### src/rtl/mem_access_stage.sv
// Y86-64 SEQ memory-access stage: issues at most one 64-bit load/store per
// instruction over a req/ack handshake and returns valM plus a status code.
module mem_access_stage #(
    parameter int unsigned MEM_SIZE = 8192,
    parameter int unsigned TIMEOUT  = 16
) (
    input  logic        clk,
    input  logic        rst,
    input  logic        in_valid,
    output logic        in_ready,
    input  logic [3:0]  icode,
    input  logic [63:0] valE,
    input  logic [63:0] valA,
    input  logic [63:0] valP,
    output logic        mem_req,
    output logic        mem_we,
    output logic [63:0] mem_addr,
    output logic [63:0] mem_wdata,
    input  logic        mem_ack,
    input  logic [63:0] mem_rdata,
    input  logic        mem_err,
    output logic        out_valid,
    input  logic        out_ready,
    output logic [63:0] valM,
    output logic [3:0]  stat
);

    localparam int unsigned   CW       = (TIMEOUT > 1) ? $clog2(TIMEOUT) : 1;
    localparam logic [CW-1:0] CNT_LAST = CW'(TIMEOUT - 1);
    localparam logic [63:0]   MAX_ADDR = 64'(MEM_SIZE - 8);
    localparam logic [3:0]    S_AOK    = 4'd1;
    localparam logic [3:0]    S_ADR    = 4'd3;

    typedef enum logic [1:0] {
        IDLE,
        ACCESS,
        DONE
    } state_t;

    state_t        state_q;
    logic [CW-1:0] cnt_q;
    logic          mem_req_q;
    logic          mem_we_q;
    logic [63:0]   mem_addr_q;
    logic [63:0]   mem_wdata_q;
    logic          out_valid_q;
    logic [63:0]   valM_q;
    logic [3:0]    stat_q;

    logic          acc_d;
    logic          we_d;
    logic [63:0]   addr_d;
    logic [63:0]   wdata_d;

    always_comb begin
        acc_d   = 1'b0;
        we_d    = 1'b0;
        addr_d  = valE;
        wdata_d = valA;
        unique case (icode)
            4'h4, 4'hA: begin
                acc_d = 1'b1;
                we_d  = 1'b1;
            end
            4'h8: begin
                acc_d   = 1'b1;
                we_d    = 1'b1;
                wdata_d = valP;
            end
            4'h5: acc_d = 1'b1;
            4'h9, 4'hB: begin
                acc_d  = 1'b1;
                addr_d = valA;
            end
            default: acc_d = 1'b0;
        endcase
    end

    always_ff @(posedge clk) begin
        if (rst) begin
            state_q     <= IDLE;
            cnt_q       <= '0;
            mem_req_q   <= 1'b0;
            mem_we_q    <= 1'b0;
            mem_addr_q  <= '0;
            mem_wdata_q <= '0;
            out_valid_q <= 1'b0;
            valM_q      <= '0;
            stat_q      <= S_AOK;
        end else begin
            unique case (state_q)
                IDLE: begin
                    if (in_valid) begin
                        cnt_q  <= '0;
                        valM_q <= '0;
                        if (!acc_d) begin
                            state_q     <= DONE;
                            out_valid_q <= 1'b1;
                            stat_q      <= S_AOK;
                        end else if (addr_d > MAX_ADDR) begin
                            state_q     <= DONE;
                            out_valid_q <= 1'b1;
                            stat_q      <= S_ADR;
                        end else begin
                            state_q     <= ACCESS;
                            mem_req_q   <= 1'b1;
                            mem_we_q    <= we_d;
                            mem_addr_q  <= addr_d;
                            mem_wdata_q <= wdata_d;
                        end
                    end
                end
                ACCESS: begin
                    if (mem_ack) begin
                        state_q     <= DONE;
                        mem_req_q   <= 1'b0;
                        out_valid_q <= 1'b1;
                        stat_q      <= mem_err ? S_ADR : S_AOK;
                        valM_q      <= (mem_err || mem_we_q) ? '0 : mem_rdata;
                    end else if (cnt_q == CNT_LAST) begin
                        // memory never answered: abort as an address fault
                        state_q     <= DONE;
                        mem_req_q   <= 1'b0;
                        out_valid_q <= 1'b1;
                        stat_q      <= S_ADR;
                    end else begin
                        cnt_q <= cnt_q + 1'b1;
                    end
                end
                DONE: begin
                    if (out_ready) begin
                        state_q     <= IDLE;
                        out_valid_q <= 1'b0;
                        cnt_q       <= '0;
                    end
                end
                default: state_q <= IDLE;
            endcase
        end
    end

    assign in_ready  = (state_q == IDLE);
    assign mem_req   = mem_req_q;
    assign mem_we    = mem_we_q;
    assign mem_addr  = mem_addr_q;
    assign mem_wdata = mem_wdata_q;
    assign out_valid = out_valid_q;
    assign valM      = valM_q;
    assign stat      = stat_q;

endmodule
### config.mk
export PLATFORM = sky130hd
export DESIGN_NAME = mem_access_stage
export DESIGN_NICKNAME = d
export VERILOG_FILES = /design/src/rtl/mem_access_stage.sv
export SDC_FILE = /design/constraint.sdc
export NUM_CORES = 1
export LEC_CHECK = 0
export BUFFER_PORTS_ARGS = -buffer_cell sky130_fd_sc_hd__buf_2
export CORE_AREA = 2 2 184 186
export DETAILED_ROUTE_END_ITERATION = 6
export DIE_AREA = 0 0 186 188
export GPL_ROUTABILITY_DRIVEN = 0
export PLACE_DENSITY = 0.5
export SLEW_MARGIN = 10
export SYNTH_ARGS = -nofsm -noshare
export SYNTH_HDL_FRONTEND = slang
export SYNTH_SLANG_ARGS = --single-unit
### constraint.sdc
create_clock -name clk -period 2.7 [get_ports clk]
set_input_delay 0.54 -clock clk [delete_from_list [all_inputs] [get_ports clk]]
set_output_delay 0.54 -clock clk [all_outputs]
set_load 0.03 [all_outputs]
== Word-level counts from Yosys, hierarchy flattened ==
Cells that the tools add are included.
W data, S select, Z words.

* Flip-flop bits (word level): 205
* Input bits: 266
* Output and inout port bits: 200
* Word-level logic and storage cells: 84

* Add/subtract/negate cells: 1
* Order comparisons: 1
* Eq/ne operators: 18
* Mux-type cells: 40
* Bitwise gates (word level): 1
* Reductions and logical operators: 14

{| class="wikitable"
|+ Operators with widths
! cell !! count
|-
| $mux W64 || 5
|-
| $pmux W64 S2 || 1
|-
| $gt A64 B13 Y1 const B || 1
|-
| $mux W4 || 9
|-
| $eq A4 B4 Y1 const B || 5
|-
| $reduce_and A5 Y1 || 3
|-
| $mux W2 || 7
|-
| $mux W1 || 13
|-
| $ne A2 B2 Y1 const B || 6
|-
| $pmux W4 S3 || 1
|-
| $eq A4 B3 Y1 const B || 2
|-
| $pmux W4 S2 || 1
|-
| $reduce_and A4 Y1 || 2
|-
| $pmux W2 S3 || 1
|-
| $reduce_and A3 Y1 || 2
|-
| $reduce_or A6 Y1 || 1
|-
| $add A4 B1 Y4 const B || 1
|-
| $ne A3 B2 Y1 const B || 1
|-
| $ne A3 B3 Y1 const B || 1
|-
| $pmux W1 S3 || 1
|-
| $reduce_bool A3 Y1 || 1
|-
| $reduce_or A3 Y1 || 1
|-
| $eq A2 B1 Y1 const B || 1
|-
| $eq A2 B2 Y1 const B || 1
|-
| 7 further kinds || 7
|}

== Logic depth before layout (Yosys ltp) ==
Gate-level depths: netlist (run 1).

* Word-level depth: 8
* Mapped depth: 9

== Worst setup path after synthesis (run 1) ==
Ideal clock, no wire load.

* Kind: input to register
* From: in valE[58]
* To: reg mem_wdata_q[10], in the netlist mem_wdata[10]
* Setup time: 86 ps
* Data arrival time: 2304 ps
* Slack: 311 ps
* Stages on the path: 8
* Path through: nor4_1 -> nand4_1 -> or3_1 -> a2111oi_4 -> buf_4 -> buf_6 -> nor2_1 -> a211oi_1

* Word-level cells in the longest chain between the ends: 4

{| class="wikitable"
|+ RTL lines
! item !! RTL line !! RTL
|-
| from (decl) || 12 || <nowiki>input logic [63:0] valE,</nowiki>
|-
| $mux W64 || 60 || <nowiki>unique case (icode)</nowiki>
|-
| $gt A64 B13 Y1 || 100 || <nowiki>end else if (addr_d > MAX_ADDR) begin</nowiki>
|-
| $not A1 Y1 (no line) || -- ||
|-
| $reduce_and A4 Y1 (no line) || -- ||
|-
| to (signal assigned) || 109 || <nowiki>mem_wdata_q <= wdata_d;</nowiki>
|-
| to (decl) || 45 || <nowiki>logic [63:0] mem_wdata_q;</nowiki>
|}

Every way passes these cells.
A chain may end at the register's enable or synchronous reset.

== Final worst setup path (run 1) ==
* From: in valA[58]
* To: reg mem_addr_q[9], in the netlist mem_addr[9]

* Word-level cells in the longest chain between the ends: 4

{| class="wikitable"
|+ RTL lines
! item !! RTL line !! RTL
|-
| from (decl) || 13 || <nowiki>input logic [63:0] valA,</nowiki>
|-
| $mux W64 || 60 ||
|-
| $gt A64 B13 Y1 || 100 ||
|-
| $not A1 Y1 (no line) || -- ||
|-
| $reduce_and A4 Y1 (no line) || -- ||
|-
| to (signal assigned) || 108 || <nowiki>mem_addr_q <= addr_d;</nowiki>
|-
| to (decl) || 44 || <nowiki>logic [63:0] mem_addr_q;</nowiki>
|}

Every way passes these cells.

==> results of run 1 <==
-- final cells by class --
class                           instances  area [µm²]
Antenna cell                            3        7.51
Clock buffer                           29         641
Clock inverter                         16         185
Fill cell                            3483       21500
Inverter                                5        18.8
Multi-Input combinational cell        592        3510
Sequential cell                       202        4040
Tap cell                              448         561
Timing Repair Buffer                  490        2680
-- path summary, 6_finish.rpt --
kind / endpoint / from / cells after the start / slack [ns]
min: valM[13] / mem_rdata[13] / 3 / 0.27
max: mem_addr[9] / valA[58] / 9 / 0.19
max reg2reg: mem_addr[9] / state_q[1] / 8 / 0.69
min reg2reg: valM[0] / valM[0] / 2 / 0.45
-- Yosys cell counts, drive strengths merged --
library cell / n / area share (%)
dfxtp: 202 / 51
nand2: 96 / 4.6
nor2: 91 / 4.3
mux2i: 69 / 8.7
a21oi: 66 / 4.2
a211oi: 65 / 6.2
nand3: 64 / 4.1
and2: 51 / 4.0
clkbuf: 51 / 2.4
nor4: 26 / 2.1
buf: 22 / 2.0
a311oi: 13 / 1.4
nand4: 11 / 0.87
inv: 5 / 0.24
nor3: 5 / 0.32
nand2b: 3 / 0.24
nor2b: 3 / 0.24
or3: 3 / 0.24
a31oi: 2 / 0.16
and3b: 2 / 0.22
conb: 2 / 0.095
nor3b: 2 / 0.19
o22ai: 2 / 0.16
or2: 2 / 0.16
or4: 2 / 0.19
xor2: 2 / 0.22
a2111o: 1 / 0.14
a2111oi: 1 / 0.35
a211o: 1 / 0.11
a32oi: 1 / 0.11
ha: 1 / 0.16
nand3b: 1 / 0.095
o21ai: 1 / 0.063
o21bai: 1 / 0.095
o22a: 1 / 0.11
-- sequential cells by signal (all words and copies together) (netlist names), 2 cells and up --
signal / count
mem_wdata: 64
state_q: 2
mem_addr: 64
valM: 64
cnt_q: 4
-- cells by family after synthesis --
logic type                 after synthesis
AOI/OAI and AO/OA                      155
xor gates and xnor gates                 2
adders and majority gates                1
buffers and inverters                   78
DFF                                    202
muxes                                   69
other                                    2
and+or+nand+nor                        362
-- critical path, cell delays in order --
cell	delay, ns
buf_2	0.13
nor4_1	0.36
nand4_1	0.30
or3_1	0.52
a2111oi_4	0.37
buf_12	0.20
buf_12	0.18
nor2_1	0.05
a311oi_1	0.26
-- power groups by stage --
| stage | sequential (mW) | combinational, mW | clock [mW] |
|---|---|---|---|
| final | 2.99 | 0.513 | 3.37 |
| after global routing | 2.99 | 0.558 | 3.65 |
| after CTS | 2.99 | 0.520 | 3.52 |
| after detailed placement | 3.05 | 0.517 | 0 |
| after global placement | 3.05 | 0.518 | 0 |
| after floorplan | 3.06 | 0.187 | 0 |
-- stage by stage --
step                      std cells  hold WS, ns  setup TNS, ns  power [mW]  setup slack [ns]
after CTS                      1782        0.228              0        7.02             0.216
after global placement         1737        0.435         -35.74        3.57            -0.303
after floorplan                 872        0.467              0        3.24             0.311
final                          1785        0.266              0        6.87             0.190
after detailed placement       1737        0.439         -35.52        3.57            -0.335
after global routing           1784        0.249              0        7.19           0.00471
-- per-layer routing --
layer	wire length (µm)	share of wire [%]
met1	12800	42
met2	14500	48
met3	2670	8.8
met4	584	1.9
met5	13	0.043
==> summary.md, run 1 <==
| Metric | Value |
|---|---|
| Compound-gate portion of the synthesized area | 13.1% |
| Final Cycle Share | between 90% and 100% |
| Die area | 0.0350 mm² |
| Sequential power share | a little over two fifths |
| Worst Max-Slew Pin Slew | 0.566 ns |
| Layout overhead on the synthesized area | 47.4% |
| Minimum clock period | 2.51 ns |
| Commonest non-fill, non-tap cell in the layout | buf_2 |
| Layout Nets | 1583 |
| DR vias | 8013 |
| CTS root buffer | clkbuf_16 |
| Fmax | approximately 0.4 GHz |
| Crit end category | flop |
| Routed WL | 30500 µm |
| Power share of the combinational group | 7.5% |
| Width of the chip | about 190 µm |
| # DRC | 0 |
| Clk sinks | 202 |
| Worst slew margin | 62.3% |
| Met3 Use GR | 4.91% |
| GRT Overall Usage | 16.6% |
| Most frequent cells in the layout | 461 x buf_2, 202 x dfxtp_1, 96 x nand2_1, 89 x nor2_1, 69 x mux2i_1 |
| Clock buffer depth | 3 |
| Pint | around 5.2 mW |
| Post-detail-place hpwl | 23100 µm |
| Pwr/cell area | 591 mW/mm² |
| Final setup violation count | 0 |
| Row count | 67 |
| Worst-path fanout max | 30 |
| Total gr overflow | 0 |
| Vias in the first global route | 7736 |
| TritonCTS clock tree | yes |
| Status | completed |
| Post-DRT Antenna Nets | 0 |
| Startpoint types | input pin |
| Port Buf Inserts | 462 |
| DRT iter0 DRCs | 400 |
| Antenna violations before repair | 3 |
| TritonRoute pass-1 iters | 4 |
| Starting Density | 23.9% |
| I/O pins | approximately 470 |
| RSZ-0062 raised after global routing | no |
| Synth Register Bits | a little over 200 |
| Core area | 0.0331 mm² |
| Post-CTS setup buffer count | 0 |
| Path category of the worst min-delay check | in2reg |
| DP Area | 0.0108 mm² |
| Synth Cell Area | 0.00790 mm² |
| Peak supply drop | 0.386 mV |
| Share of layout cells above drive strength 1 | 40.3% |
| Mux share of post-synthesis cell area | 8.74% |
| CTS Buf Count | 25 |
| Adder-cell share of the synthesized area | 0.158% |
| Synth Area in XOR/XNOR | 0.222% |
| Final Util | 35.2% |
| Fin Clk Skew | ~0.0082 ns |
| CTS resizes | 0 |
| Worst-Skew Late Latency | 0.53 ns |
| Post-Synthesis Mean Instance Area | 9.07 µm² |
| Die Y | 188 µm |
| Synth Area in Simple Gates | 21.8% |
| Sequential-to-total area share from yosys stat | approximately 50% |
| Avg Vias per Cell | 4.49 |
| Sw frac | 24.1% |
| LEAKAGE | 5.07 nW |
| NetSw | between 1.5 and 2 mW |
| WP data required | 3.12 ns |
| Largest net degree at the start of global routing | 65 |
| Synth Instances | 871 |
| CTS HTree Levels | 1 |
| Global route hottest layer | met2 |
| Number of slew-limit violations in the final report | 0 |
| Clock power share | between 40% and 50% |
| Critical path class | in2reg |
| Design area | 0.0116 mm² |
| Max_cap viols | 0 |
| Met1 Usage GRT | 20.5% |
| Yosys cell types | 39 |
| Final Hold Viols | 0 |
| CTS hold repair buffers | 0 |
| GR Util met2 | 27.9% |
| Worst path arrival time | 2.93 ns |
| Reg clk slew, reported paths | 0.06 ns |
| Synth warn | 0 |
| Largest family of logic cells by synthesized area | simple AND/OR/NAND/NOR gates |
| First-pass GRT wire length | 45000 µm |
| Avg WL per Cell | about 17 µm |
No activity file was read; power rests on OpenSTA's default activity.
==> run 2: changes to the inputs <==
--- a/config.mk
+++ b/config.mk
@@ -6,11 +6,13 @@
 export NUM_CORES = 1
 export LEC_CHECK = 0
 export BUFFER_PORTS_ARGS = -buffer_cell sky130_fd_sc_hd__buf_2
-export CORE_AREA = 2 2 184 186
+export CELL_PAD_IN_SITES_DETAIL_PLACEMENT = 1
+export CELL_PAD_IN_SITES_GLOBAL_PLACEMENT = 1
+export CORE_AREA = 2 2 183 185
 export DETAILED_ROUTE_END_ITERATION = 6
-export DIE_AREA = 0 0 186 188
+export DIE_AREA = 0 0 185 187
 export GPL_ROUTABILITY_DRIVEN = 0
-export PLACE_DENSITY = 0.5
+export PLACE_DENSITY = 0.67
 export SLEW_MARGIN = 10
 export SYNTH_ARGS = -nofsm -noshare
 export SYNTH_HDL_FRONTEND = slang
==> summary.md, run 2 (synthesis results as in run 1) <==
| Metric | Value |
|---|---|
| Startpoint types | input pin (unchanged) |
| Max_cap viols | 0 (unchanged) |
| DR vias | 8268 (was 8013) |
| DRT iter0 DRCs | 413 (was 400) |
| TritonCTS clock tree | yes (unchanged) |
| Starting Density | 24.0% (was 23.9%) |
| Final Cycle Share | 92.9% (was 93.0%) |
| Hold EP | valM[30] (was valM[13]) |
| Critical path class | in2reg (unchanged) |
| NetSw | 1.55 mW (was 1.66 mW) |
| R2R cell count | 8 (unchanged) |
| DP Area | 0.0110 mm² (was 0.0108 mm²) |
| Hold WS | 0.271 ns (was 0.266 ns) |
| Largest net degree at the start of global routing | 84 (was 65) |
| Reg clk slew, reported paths | 0.06 ns (about the same) |
| Avg WL per Cell | 18.1 µm (was 17.1 µm) |
| Final Hold Viols | 0 (unchanged) |
| RSZ-0062 raised after global routing | no (unchanged) |
| Antenna violations before repair | 5 (was 3) |
| CTS root buffer | clkbuf_16 (unchanged) |
| Peak supply drop | 0.422 mV (was 0.386 mV) |
| Reg2reg end | mem_wdata[16] (was mem_addr[9]) |
| Sw frac | 23.8% (was 24.1%) |
| Crit end category | flop (unchanged) |
| Vias in the first global route | 8533 (was 7736) |
| Post-CTS setup buffer count | 0 (unchanged) |
| Status | completed (unchanged) |
| Post-detail-place hpwl | 25500 µm (was 23100 µm) |
| Die area | 0.0346 mm² (was 0.0350 mm²) |
| Path category of the worst min-delay check | in2reg (unchanged) |
| Core area | 0.0329 mm² (was 0.0331 mm²) |
| Worst setup path startpoint | valA[58] (unchanged) |
| Clock power share | 46.3% (was 49.1%) |
| Final setup violation count | 0 (unchanged) |
| Avg Vias per Cell | 4.57 (was 4.49) |
| Total gr overflow | 0 (unchanged) |
| Design Power | 6.55 mW (was 6.87 mW) |
| WP data required | 3.12 ns (about the same) |
| First-pass GRT wire length | 49000 µm (was 45000 µm) |
| Commonest non-fill, non-tap cell in the layout | buf_2 (unchanged) |
| Width of the chip | 185 µm (was 186 µm) |
| Most frequent cells in the layout | 461 x buf_2, 202 x dfxtp_1, 96 x nand2_1, 89 x nor2_1, 69 x mux2i_1 (unchanged) |
| Hold_sp | mem_rdata[30] (was mem_rdata[13]) |
| DP Worst Slack | -0.374 ns (was -0.335 ns) |
| RR Startpoint | state_q[1] (unchanged) |
| Pwr/cell area | 559 mW/mm² (was 591 mW/mm²) |
| Hold Path Depth | 3 (unchanged) |
| Final setup margin | 0.192 ns (was 0.190 ns) |
| Layout Nets | 1612 (was 1583) |
| Number of slew-limit violations in the final report | 0 (unchanged) |
| Fin Setup TNS | 0 ns (unchanged) |
| CTS Buf Count | 24 (was 25) |
| I/O pins | 466 (unchanged) |
| Clk sinks | 202 (unchanged) |
| Worst-Skew Late Latency | 0.52 ns (was 0.53 ns) |
| Pint | 4.99 mW (was 5.22 mW) |
| Worst path arrival time | 2.93 ns (about the same) |
| Post-DRT Antenna Nets | 0 (unchanged) |
| Layout overhead on the synthesized area | 48.2% (was 47.4%) |
| CTS resizes | 0 (unchanged) |
| Port Buf Inserts | 462 (unchanged) |
| Clock buffer depth | 3 (unchanged) |
| TritonRoute pass-1 iters | 4 (unchanged) |
| Share of layout cells above drive strength 1 | 41.2% (was 40.3%) |
| Fmax | 0.399 GHz (was 0.398 GHz) |
| R2R setup slack | 0.61 ns (was 0.69 ns) |
| Worst-path fanout max | 15 (was 30) |
| # DRC | 0 (unchanged) |
| Minimum clock period | 2.51 ns (about the same) |
| Power share of the combinational group | 8.1% (was 7.5%) |
| Design area | 0.0117 mm² (was 0.0116 mm²) |
| GRT Overall Usage | 18.0% (was 16.6%) |
| Die Y | 187 µm (was 188 µm) |
| LEAKAGE | 5.17 nW (was 5.07 nW) |
| Routed WL | 32700 µm (was 30500 µm) |
| CTS hold repair buffers | 0 (unchanged) |
| Row count | 67 (unchanged) |
| Fin Clk Skew | 0.00899 ns (was 0.00824 ns) |
| Sequential power share | 45.6% (was 43.5%) |
| CTS HTree Levels | 1 (unchanged) |
## run 2: changes by cell type in the layout (fill, tap and decap cells not counted), sizes merged
cell,change
inv,-4
clkbuf,+7
clkinvlp,-4
diode,+1
clkinv,-1
bufinv,-3
buf,+30
## run 2: power by group through the flow
stage / registers (mW) / logic, mW / clock network, mW
6_report: 2.99 / 0.530 / 3.03
5_1_grt: 2.99 / 0.578 / 3.24
4_1_cts: 2.99 / 0.535 / 3.14
3_5_place_dp: 3.05 / 0.531 / 0
3_3_place_gp: 3.05 / 0.526 / 0
2_1_floorplan: 3.06 / 0.187 / 0
## run 2: how the worst max path moves through the flow
stage	to	depth (start not counted)
after floorplan	mem_wdata[10]	8
after global placement	mem_wdata[36]	9
after detailed placement	mem_wdata[31]	9
after CTS	mem_wdata[31]	9
after global routing	mem_wdata[53]	10
final	mem_wdata[16]	9
## run 2: routing by layer
metal / vias up / track usage (%) / part of all wire, % / routed length, µm
met3: 50 / 4.96 / 7.6 / 2470
met5: - / 0 / 0.089 / 29
met1: 3905 / 21.2 / 41 / 13400
met2: 296 / 32.1 / 49 / 16000
met4: 4 / 4.64 / 2.4 / 790
li1: 4013 / - / - / -
## run 2: area by class of cell
type | count | area, µm²
Multi-Input combinational cell | 592 | 3510
Tap cell | 448 | 561
Clock buffer | 36 | 696
Antenna cell | 4 | 10.0
Fill cell | 4042 | 21200
Inverter | 5 | 18.8
Timing Repair Buffer | 520 | 2840
Clock inverter | 4 | 35.0
Sequential cell | 202 | 4040
## run 2: worst max-delay path, stage by stage
cell and delay [ns]:
buf_2 0.10, nor4_1 0.31, nand4_1 0.31, or3_1 0.51
a2111oi_4 0.35, buf_4 0.26, buf_4 0.23, nor2_1 0.07
a211oi_1 0.24
## run 2: per-stage QoR
step | utilization (%) | std cells
2_1_floorplan | - | 872
3_3_place_gp | 33.4 | 1767
3_5_place_dp | 33.4 | 1767
4_1_cts | 35.6 | 1807
5_1_grt | 35.6 | 1810
6_report | 35.6 | 1811
==> run 3: changes to the inputs <==
--- a/config.mk
+++ b/config.mk
@@ -8,11 +8,11 @@
 export BUFFER_PORTS_ARGS = -buffer_cell sky130_fd_sc_hd__buf_2
 export CELL_PAD_IN_SITES_DETAIL_PLACEMENT = 1
 export CELL_PAD_IN_SITES_GLOBAL_PLACEMENT = 1
-export CORE_AREA = 2 2 183 185
+export CORE_AREA = 2 2 220 136
 export DETAILED_ROUTE_END_ITERATION = 6
-export DIE_AREA = 0 0 185 187
+export DIE_AREA = 0 0 222 138
 export GPL_ROUTABILITY_DRIVEN = 0
-export PLACE_DENSITY = 0.67
+export PLACE_DENSITY = 0.77
 export SLEW_MARGIN = 10
 export SYNTH_ARGS = -nofsm -noshare
 export SYNTH_HDL_FRONTEND = slang
==> constraint.sdc (replaced) <==
create_clock -name clk -period 2 [get_ports clk]
set_input_delay 0.4 -clock clk [delete_from_list [all_inputs] [get_ports clk]]
set_output_delay 0.4 -clock clk [all_outputs]
set_load 0.03 [all_outputs]
==> summary.md, run 3 (synthesis results as in run 1) <==
| Metric | Value |
|---|---|
| Crit end category | flop (unchanged) |
| Sw frac | 23.7% (was 23.8%) |
| Hold Path Depth | 3 (unchanged) |
| CTS root buffer | clkbuf_16 (unchanged) |
| CTS hold repair buffers | 0 (unchanged) |
| Design Power | 9.38 mW (was 6.55 mW) |
| Row count | 49 (was 67) |
| I/O pins | 466 (unchanged) |
| NetSw | 2.23 mW (was 1.55 mW) |
| RSZ-0062 raised after global routing | yes (was no) |
| LEAKAGE | 5.85 nW (was 5.17 nW) |
| Routed WL | 35600 µm (was 32700 µm) |
| Pwr/cell area | 720 mW/mm² (was 559 mW/mm²) |
| Hold_sp | mem_rdata[28] (was mem_rdata[30]) |
| Die area | 0.0306 mm² (was 0.0346 mm²) |
| Reg clk slew, reported paths | 0.06 ns (about the same) |
| Worst path arrival time | 2.66 ns (was 2.93 ns) |
| Number of slew-limit violations in the final report | 0 (unchanged) |
| Layout Nets | 1685 (was 1612) |
| Reg2reg end | mem_addr[17] (was mem_wdata[16]) |
| DP Worst Slack | -1.05 ns (was -0.374 ns) |
| Total gr overflow | 0 (unchanged) |
| Fin Clk Skew | 0.00762 ns (was 0.00899 ns) |
| DRT iter0 DRCs | 366 (was 413) |
| CTS HTree Levels | 1 (unchanged) |
| CTS Buf Count | 22 (was 24) |
| Sequential power share | 42.9% (was 45.6%) |
| Most frequent cells in the layout | 458 x buf_2, 202 x dfxtp_1, 98 x buf_4, 96 x nand2_1, 79 x nor2_1 (was 461 x buf_2, 202 x dfxtp_1, 96 x nand2_1, 89 x nor2_1, 69 x mux2i_1) |
| Final Cycle Share | 113% |
| WP data required | 2.41 ns (was 3.12 ns) |
| DR vias | 8780 (was 8268) |
| Clock buffer depth | 3 (unchanged) |
| Power share of the combinational group | 9.3% (was 8.1%) |
| Clock power share | 47.7% (was 46.3%) |
| Pint | 7.16 mW (was 4.99 mW) |
| Final setup violation count | 133 (was 0) |
| Avg WL per Cell | 19.6 µm (was 18.1 µm) |
| Hold EP | valM[28] (was valM[30]) |
| Starting Density | 27.2% (was 24.0%) |
| # DRC | 0 (unchanged) |
| Status | complete, but fails checks (was completed) |
| Fin Setup TNS | -24.53 ns (was 0 ns) |
| Minimum clock period | 2.25 ns |
| Worst-Skew Late Latency | 0.51 ns (was 0.52 ns) |
| Share of layout cells above drive strength 1 | 52.1% (was 41.2%) |
| R2R setup slack | 0.04 ns (was 0.61 ns) |
| Fmax | about 0.44 GHz |
| GRT Overall Usage | 21.3% (was 18.0%) |
| Path category of the worst min-delay check | in2reg (unchanged) |
| Max_cap viols | 0 (unchanged) |
| Die Y | 138 µm (was 187 µm) |
| First-pass GRT wire length | 51600 µm (was 49000 µm) |
| Post-detail-place hpwl | 25100 µm (was 25500 µm) |
| Vias in the first global route | 9103 (was 8533) |
| Hold WS | 0.137 ns (was 0.271 ns) |
| Critical path class | in2reg (unchanged) |
| R2R cell count | 9 (was 8) |
| Core area | 0.0290 mm² (was 0.0329 mm²) |
| Width of the chip | 222 µm (was 185 µm) |
| Largest net degree at the start of global routing | 65 (was 84) |
| TritonCTS clock tree | yes (unchanged) |
| Final setup margin | -0.254 ns (was 0.192 ns) |
| Clk sinks | 202 (unchanged) |
| TritonRoute pass-1 iters | 4 (unchanged) |
| Worst-path fanout max | 8 (was 15) |
| Avg Vias per Cell | 4.84 (was 4.57) |
| Filler Cell Count | 3465 (was 4042) |
| Commonest non-fill, non-tap cell in the layout | buf_2 (unchanged) |
| Port Buf Inserts | 462 (unchanged) |
| Antenna violations before repair | 2 (was 5) |
| Startpoint types | input pin (unchanged) |
| Final Util | 44.9% (was 35.6%) |
| Post-DRT Antenna Nets | 0 (unchanged) |
| Worst Max-Slew Pin Slew | roughly 0.59 ns |
| Layout overhead on the synthesized area | 65.0% (was 48.2%) |
| RR Startpoint | state_q[0] (was state_q[1]) |
| Worst slew margin | 60.6% |
| Final Hold Viols | 0 (unchanged) |
| Violated checks | negative setup slack |
| Peak supply drop | 0.545 mV (was 0.422 mV) |
run 3: cell types whose count changed in the layout (fill, tap and decap cells not counted), sizes merged, moves of 2 or more:
cell and delta:
diode -3, bufinv +4, clkinvlp +2, clkbuf -5, buf +70
run 3: worst max path at each step:
stage | startpoint | endpoint | slack [ns] | cells after the start
finish | valE[39] | mem_addr[17] | -0.25 | 11
global route | icode[2] | mem_addr[17] | -0.32 | 12
CTS | valE[56] | mem_addr[10] | -0.25 | 11
detailed placement | valA[56] | mem_wdata[52] | -1.05 | 10
global placement | valA[56] | mem_wdata[16] | -0.88 | 10
floorplan | valA[58] | mem_wdata[14] | -0.13 | 7
run 3: layer usage:
metal / share of wire [%] / up-vias / track usage, %
met2: 48 / 335 / 35.1
met3: 7.2 / 80 / 6.48
met1: 42 / 4208 / 26.8
met4: 2.9 / 2 / 6.54
li1: - / 4155 / -
met5: 0.036 / - / 0
run 3: per-stage QoR:
stage | instances | cell area [µm²]
after floorplan | 872 | 7960
after global placement | 1748 | 11300
after detailed placement | 1748 | 11300
after CTS | 1801 | 12500
after global routing | 1814 | 13000
final | 1814 | 13000
run 3: layout make-up:
cell class | count | area [µm²] | area share [%]
clock inverters | 10 | 165 | 1.27
clock buffers | 27 | 621 | 4.76
flip-flops and latches | 202 | 4040 | 31.0
well taps | 382 | 478 | 3.67
repair buffers | 595 | 3720 | 28.6
inverters | 5 | 18.8 | 0.144
multi-input cells | 592 | 3980 | 30.5
diodes | 1 | 2.50 | 0.0192
run 3: power by group through the flow:
stage	combinational, mW	clock [mW]	sequential (mW)
floorplan	0.252	0	4.12
global placement	0.775	0	4.12
detailed placement	0.789	0	4.12
CTS	0.809	4.61	4.03
global route	0.941	4.77	4.03
finish	0.876	4.48	4.03
run 3: worst max-delay path, cell delays in order:
cell       delay [ns]
buf_6            0.10
nor4_4           0.27
buf_4            0.17
nand4_1          0.19
or3_4            0.45
a2111oi_4        0.31
buf_6            0.18
buf_12           0.14
nor2_4           0.10
clkbuf_16        0.19
and2_4           0.14
run 3: repair_timing:
item                       4_1_cts  5_1_grt
setup endpoints to repair      132      134
cloned                           6        8
gates resized for setup         45      104
pin swaps                        6       67
hold endpoints to repair         0        0
buffers inserted                10        8
